<file path="config.mk">
export PLATFORM = sky130hd
export DESIGN_NAME = led_seq_ctrl
export DESIGN_NICKNAME = d
export VERILOG_FILES = /design/src/rtl/led_seq_ctrl.sv
export SDC_FILE = /design/constraint.sdc
export NUM_CORES = 1
export LEC_CHECK = 0
export BUFFER_PORTS_ARGS = -buffer_cell sky130_fd_sc_hd__buf_4
export CELL_PAD_IN_SITES_DETAIL_PLACEMENT = 1
export CELL_PAD_IN_SITES_GLOBAL_PLACEMENT = 1
export CORE_AREA = 2 2 74 76
export DETAILED_ROUTE_END_ITERATION = 7
export DIE_AREA = 0 0 76 78
export PLACE_DENSITY_LB_ADDON = 0.2
export SLEW_MARGIN = 5
export SYNTH_ARGS = -nofsm -noshare
export SYNTH_HDL_FRONTEND = slang
export SYNTH_SLANG_ARGS = --single-unit
</file>
<file path="constraint.sdc">
create_clock -name sys_clk -period 3.5 [get_ports sys_clk]
set_clock_uncertainty 0.2 [all_clocks]
set_input_delay 0.7 -clock sys_clk [delete_from_list [all_inputs] [get_ports sys_clk]]
set_output_delay 0.7 -clock sys_clk [all_outputs]
set_load 0.005 [all_outputs]
</file>
<file path="src/rtl/led_seq_ctrl.sv">
// Command-driven 4-LED flow/blink sequencer with a programmable step prescaler.
// Commands arrive over a valid/ready port and take priority over a coincident prescaler step.
module led_seq_ctrl #(
  parameter int STEP_DIV = 10_000_000,
  parameter int CNT_W    = 24
) (
  input  logic       sys_clk,
  input  logic       sys_rst,
  input  logic       cmd_valid,
  output logic       cmd_ready,
  input  logic [2:0] cmd_op,
  input  logic [1:0] cmd_arg,
  output logic [3:0] led,
  output logic [1:0] mode,
  output logic       paused,
  output logic       step_pulse
);

  typedef enum logic [1:0] {ST_OFF, ST_RUN, ST_PAUSED} state_e;

  localparam logic [2:0] OP_SET_MODE  = 3'd1;
  localparam logic [2:0] OP_SET_SPEED = 3'd2;
  localparam logic [2:0] OP_PAUSE     = 3'd3;
  localparam logic [2:0] OP_RESUME    = 3'd4;
  localparam logic [2:0] OP_STEP      = 3'd5;

  localparam logic [1:0] M_OFF    = 2'd0;
  localparam logic [1:0] M_FLOW_L = 2'd1;
  localparam logic [1:0] M_FLOW_R = 2'd2;
  localparam logic [1:0] M_BLINK  = 2'd3;

  state_e           state, state_nxt;
  logic [1:0]       speed;
  logic [CNT_W-1:0] cnt, div;
  logic             accept, wrap, cnt_clr;

  function automatic logic [3:0] step_led(input logic [3:0] cur, input logic [1:0] m);
    case (m)
      M_FLOW_L: return {cur[2:0], cur[3]};
      M_FLOW_R: return {cur[0], cur[3:1]};
      M_BLINK:  return ~cur;
      default:  return cur;
    endcase
  endfunction

  function automatic logic [3:0] seed_led(input logic [1:0] m);
    case (m)
      M_FLOW_L: return 4'b0001;
      M_FLOW_R: return 4'b1000;
      M_BLINK:  return 4'b1111;
      default:  return 4'b0000;
    endcase
  endfunction

  assign accept = cmd_valid & cmd_ready;
  assign div    = CNT_W'(STEP_DIV >> speed);
  assign wrap   = (state == ST_RUN) && (cnt == div - CNT_W'(1));

  // State register
  always_ff @(posedge sys_clk) begin
    // NOTE: sequential state uses non-blocking assignments so every flop samples pre-edge values.
    if (sys_rst) state <= ST_OFF;
    else         state <= state_nxt;
  end

  // Next-state logic
  always_comb begin
    // NOTE: default assignment first so no path leaves state_nxt unassigned (no latch).
    state_nxt = state;
    if (accept) begin
      case (cmd_op)
        OP_SET_MODE: begin
          if (cmd_arg == M_OFF)       state_nxt = ST_OFF;
          else if (state != ST_PAUSED) state_nxt = ST_RUN;
        end
        OP_PAUSE:  if (state == ST_RUN)    state_nxt = ST_PAUSED;
        OP_RESUME: if (state == ST_PAUSED) state_nxt = ST_RUN;
        default: ;
      endcase
    end
  end

  // State-decoded outputs
  always_comb begin
    paused = (state == ST_PAUSED);
  end

  // Counter restarts on a wrap, whenever we will not be running, or on timing-relevant commands.
  always_comb begin
    cnt_clr = wrap || (state_nxt != ST_RUN) ||
              (accept && (cmd_op == OP_SET_MODE || cmd_op == OP_SET_SPEED ||
                          cmd_op == OP_RESUME));
  end

  always_ff @(posedge sys_clk) begin
    if (sys_rst) begin
      led        <= 4'b0000;
      mode       <= M_OFF;
      speed      <= 2'd0;
      cnt        <= '0;
      step_pulse <= 1'b0;
      cmd_ready  <= 1'b0;
    end else begin
      cmd_ready  <= ~accept;
      step_pulse <= 1'b0;
      cnt        <= cnt_clr ? '0 : cnt + CNT_W'(1);
      if (accept) begin
        // An accepted command swallows any prescaler step due at this edge.
        case (cmd_op)
          OP_SET_MODE: begin
            mode <= cmd_arg;
            led  <= seed_led(cmd_arg);
          end
          OP_SET_SPEED: speed <= cmd_arg;
          OP_STEP: begin
            if (state == ST_PAUSED && mode != M_OFF) begin
              led        <= step_led(led, mode);
              step_pulse <= 1'b1;
            end
          end
          default: ;
        endcase
      end else if (wrap) begin
        led        <= step_led(led, mode);
        step_pulse <= 1'b1;
      end
    end
  end

endmodule

</file>
==> key figures <==
Die
  – Initial core utilization: 44.07%
  – Core area: 0.005042 sq mm
  – Overall die width: 76 um
  – Row count: 26
  – Io pins: 17
  – DIE HEIGHT: 78 um
  – Die ar.: 0.005928 sq mm

Placement
  – HPWL Detailed: 4.023 mm
  – Post-placement cell area: 0.002392 sq mm
  – DP Worst Slack: 0.6866 ns
  – Port Buf Inserts: 16
  – Gpl congestion: 0.7705
  – Placed Cells incl. Taps: 344

Critical path
  – Crit-path cells: inv_1 > ha_1 > nor2b_1 > a2111oi_0 > nand4_1 > o31ai_4 > mux2_2
  – Crit path largest cell delay: 0.46 ns
  – CP max stage cell: dfxtp_1
  – Crit path launch: speed[0]
  – R2r setup slk: 0.69 ns
  – Crit path to: led[2]
  – Worst-path fanout max: 8
  – CP required: 3.48 ns
  – CP Class: reg -> reg
  – Critical path arrival: 2.79 ns
  – R2R depth: 7
  – Startpoint type of the worst setup path: flop
  – Reg-to-Reg End: led[2]
  – CP endpoint kind: flop
  – R2r startpoint: speed[0]

Global route
  – Remaining Overflow, GRT: 0
  – Vias in the first global route: 1926
  – Initial antenna violation count: 0
  – First-pass GRT wire length: 9.342 mm
  – Pin count of the biggest net entering global routing: 26
  – Global Route Usage Sum: 19.47%

Pwr
  – Sequential Power Share: 53.6%
  – Comb pwr share: 7.0%
  – Sw frac: 23.94%
  – Total power per unit cell area: 311.6 mW/mm^2
  – Worst VDD drop: 0.0001651 V
  – Static Leak: 0.8485 nW
  – Clock power frac: 39.3%
  – Int Power: 588.9 uW
  – Switching power of the nets: 185.3 uW

Yosys
  – Syn_nets: 284
  – Yosys top cell area share: 32.43%
  – Syn. warnings: 0
  – Main flop type after synthesis: dfxtp_1
  – Most frequent cell after synthesis: dfxtp_1
  – Sequential area share after synthesis: 32.43%
  – Number of distinct library cells after synthesis: 49
  – Top area cells in the synthesized netlist: dfxtp_1, nor3_1, xor2_1
  – Post-synth EDFFs: 0
  – Synth Register Bits: 36
  – Async set-reset flop share out of synthesis: 0%
  – Netlist Area Pre-Place: 0.002222 sq mm
  – Syn Area/Cell: 8.323 sq um
  – Synth Instances: 267
  – Synth top cells by count: dfxtp_1, nor3_1, nor2_1
  – Synth area leader: dfxtp_1

Final layout
  – Register area: 720.7 sq um
  – Syn-to-layout area delta: 11.82%
  – Fin nets: 298
  – Layout cells sized above 1: 13.12%
  – Cell area after layout: 0.002485 sq mm
  – Final Instance Count excl. Fillers: 352
  – Fill count: 609
  – Multi-input gate area: 0.001404 sq mm
  – # diodes: 0

Drt
  – Drt first pass iters: 4
  – Final WL: 5.379 mm
  – WL per Instance: 15.28 um
  – Vias/cell: 5.642
  – Routed vias: 1986
  – Routed Antenna Nets: 0
  – # DRC: 0
  – DRT iter0 DRCs: 27

Min path
  – Hold WC Path Type: reg -> reg

Clocking
  – CTS clock-pin slew for the worst setup and hold paths: 0.07 ns
  – Deepest clock path buffer count: 2
  – CTS Buf Count: 5
  – Root Driver: clkbuf_8
  – Post-CTS sizing: 0
  – Worst skew pair latency: 0.29 ns
  – Setup Buffers After CTS: 0
  – CTS Sinks: 36
  – Post-CTS Hold Buffers: 0
  – H-tree lvl count: 2
  – Clock tree from TritonCTS: done

Timing
  – RSZ-0062 raised after global routing: false
  – # setup viols final: 0
  – F_max: 0.3560 GHz
  – Hold Vio Cnt, Final: 0
  – Slew HR: 57.57%
  – TNS Setup: 0 ns
  – Max-slew violation count: 0
  – Tightest Pin Transition: 0.6306 ns
  – Tmin final: 2.809 ns
  – PnR worst setup slack: 0.6912 ns
  – Fin crit share: 80.25%

Flow run
  – Max-cap violation count: 0

Status
  – Status: completed
## placed cells by master (no fill, tap or decap), types with 6 or more instances in the layout
cell      Yosys  final
a21oi_1       8      8
buf_4         2     18
clkbuf_8      0      6
dfxtp_1      36     36
ha_1          9      9
inv_1        12     12
nand2_1      14     14
nand3_1      14     14
nand4_1       7      7
nor2_1       19     19
nor2b_1       9      9
nor3_1       32     32
o21ai_0       7      7
xnor2_1      10     10
xor2_1       17     17
## how the worst min path moves through the flow
stage          slack (ns)      to  startpoint  cells after the start
3_5_place_dp         0.30  cnt[0]      cnt[0]                      1
5_1_grt              0.35  cnt[0]      cnt[0]                      1
4_1_cts              0.32  cnt[0]      cnt[0]                      1
3_3_place_gp         0.29  cnt[0]      cnt[0]                      1
6_report             0.30  cnt[0]      cnt[0]                      1
2_1_floorplan        0.25  cnt[0]      cnt[0]                      1
## metrics by stage
step	utilization [%]	total power, mW	hold WS [ns]
detailed placement	47.44	0.4791	0.3046
global route	49.28	0.8153	0.3471
CTS	49.28	0.7890	0.3156
finish	49.28	0.7742	0.3028
global placement	47.44	0.4787	0.2866
floorplan	-	0.4599	0.2505
## per-layer routing
metal / vias to the layer above / wire, um / GRT usage (%)
met5: - / 0 / 0
met1: 959 / 2500 / 23.06
met2: 25 / 2635 / 34.91
met4: 0 / 81 / 7.091
met3: 8 / 161 / 3.953
li1: 994 / - / -
## layout make-up
class                      instances  area share [%]
clock buffer                       6           3.323
clock inverter                     2          0.4028
inverter                          12           1.813
multi-input combinational        208           56.50
sequential                        36           29.00
tap                               70           3.525
timing repair buffer              18           5.438
## state kept, by name, indices dropped and copies added (netlist names)
register,flops
cnt,24
mode,2
cmd_ready,1
led,4
step_pulse,1
state,2
speed,2
## cell families after synthesis
family                     count (synthesis)  synth area share, %
AOI/OAI and AO/OA                         41                13.80
xor gates and xnor gates                  27                10.64
adders and majority gates                  9                5.068
buffers and inverters                     23                4.391
DFF                                       36                32.43
muxes                                      8                3.829
and+or+nand+nor                          123                29.84
## power groups by stage
stage / logic (mW) / clock network, mW / registers [mW]
final: 0.0545 / 0.304 / 0.415
after global routing: 0.0610 / 0.339 / 0.416
after CTS: 0.0548 / 0.319 / 0.415
after detailed placement: 0.0544 / 0 / 0.425
after global placement: 0.0541 / 0 / 0.425
after floorplan: 0.0364 / 0 / 0.423
## worst max-delay path: cells and delay by family (launching register included)
| family | cells | cell delay (ns) |
|---|---|---|
| AO/OA/AOI/OAI | 2 | 0.72 |
| adder cells (fa/ha/maj) | 1 | 0.42 |
| buffers and inverters | 1 | 0.14 |
| flip-flops | 1 | 0.46 |
| multiplexers | 1 | 0.37 |
| AND/OR/NAND/NOR | 2 | 0.39 |
(Power assumes the default switching activity.)
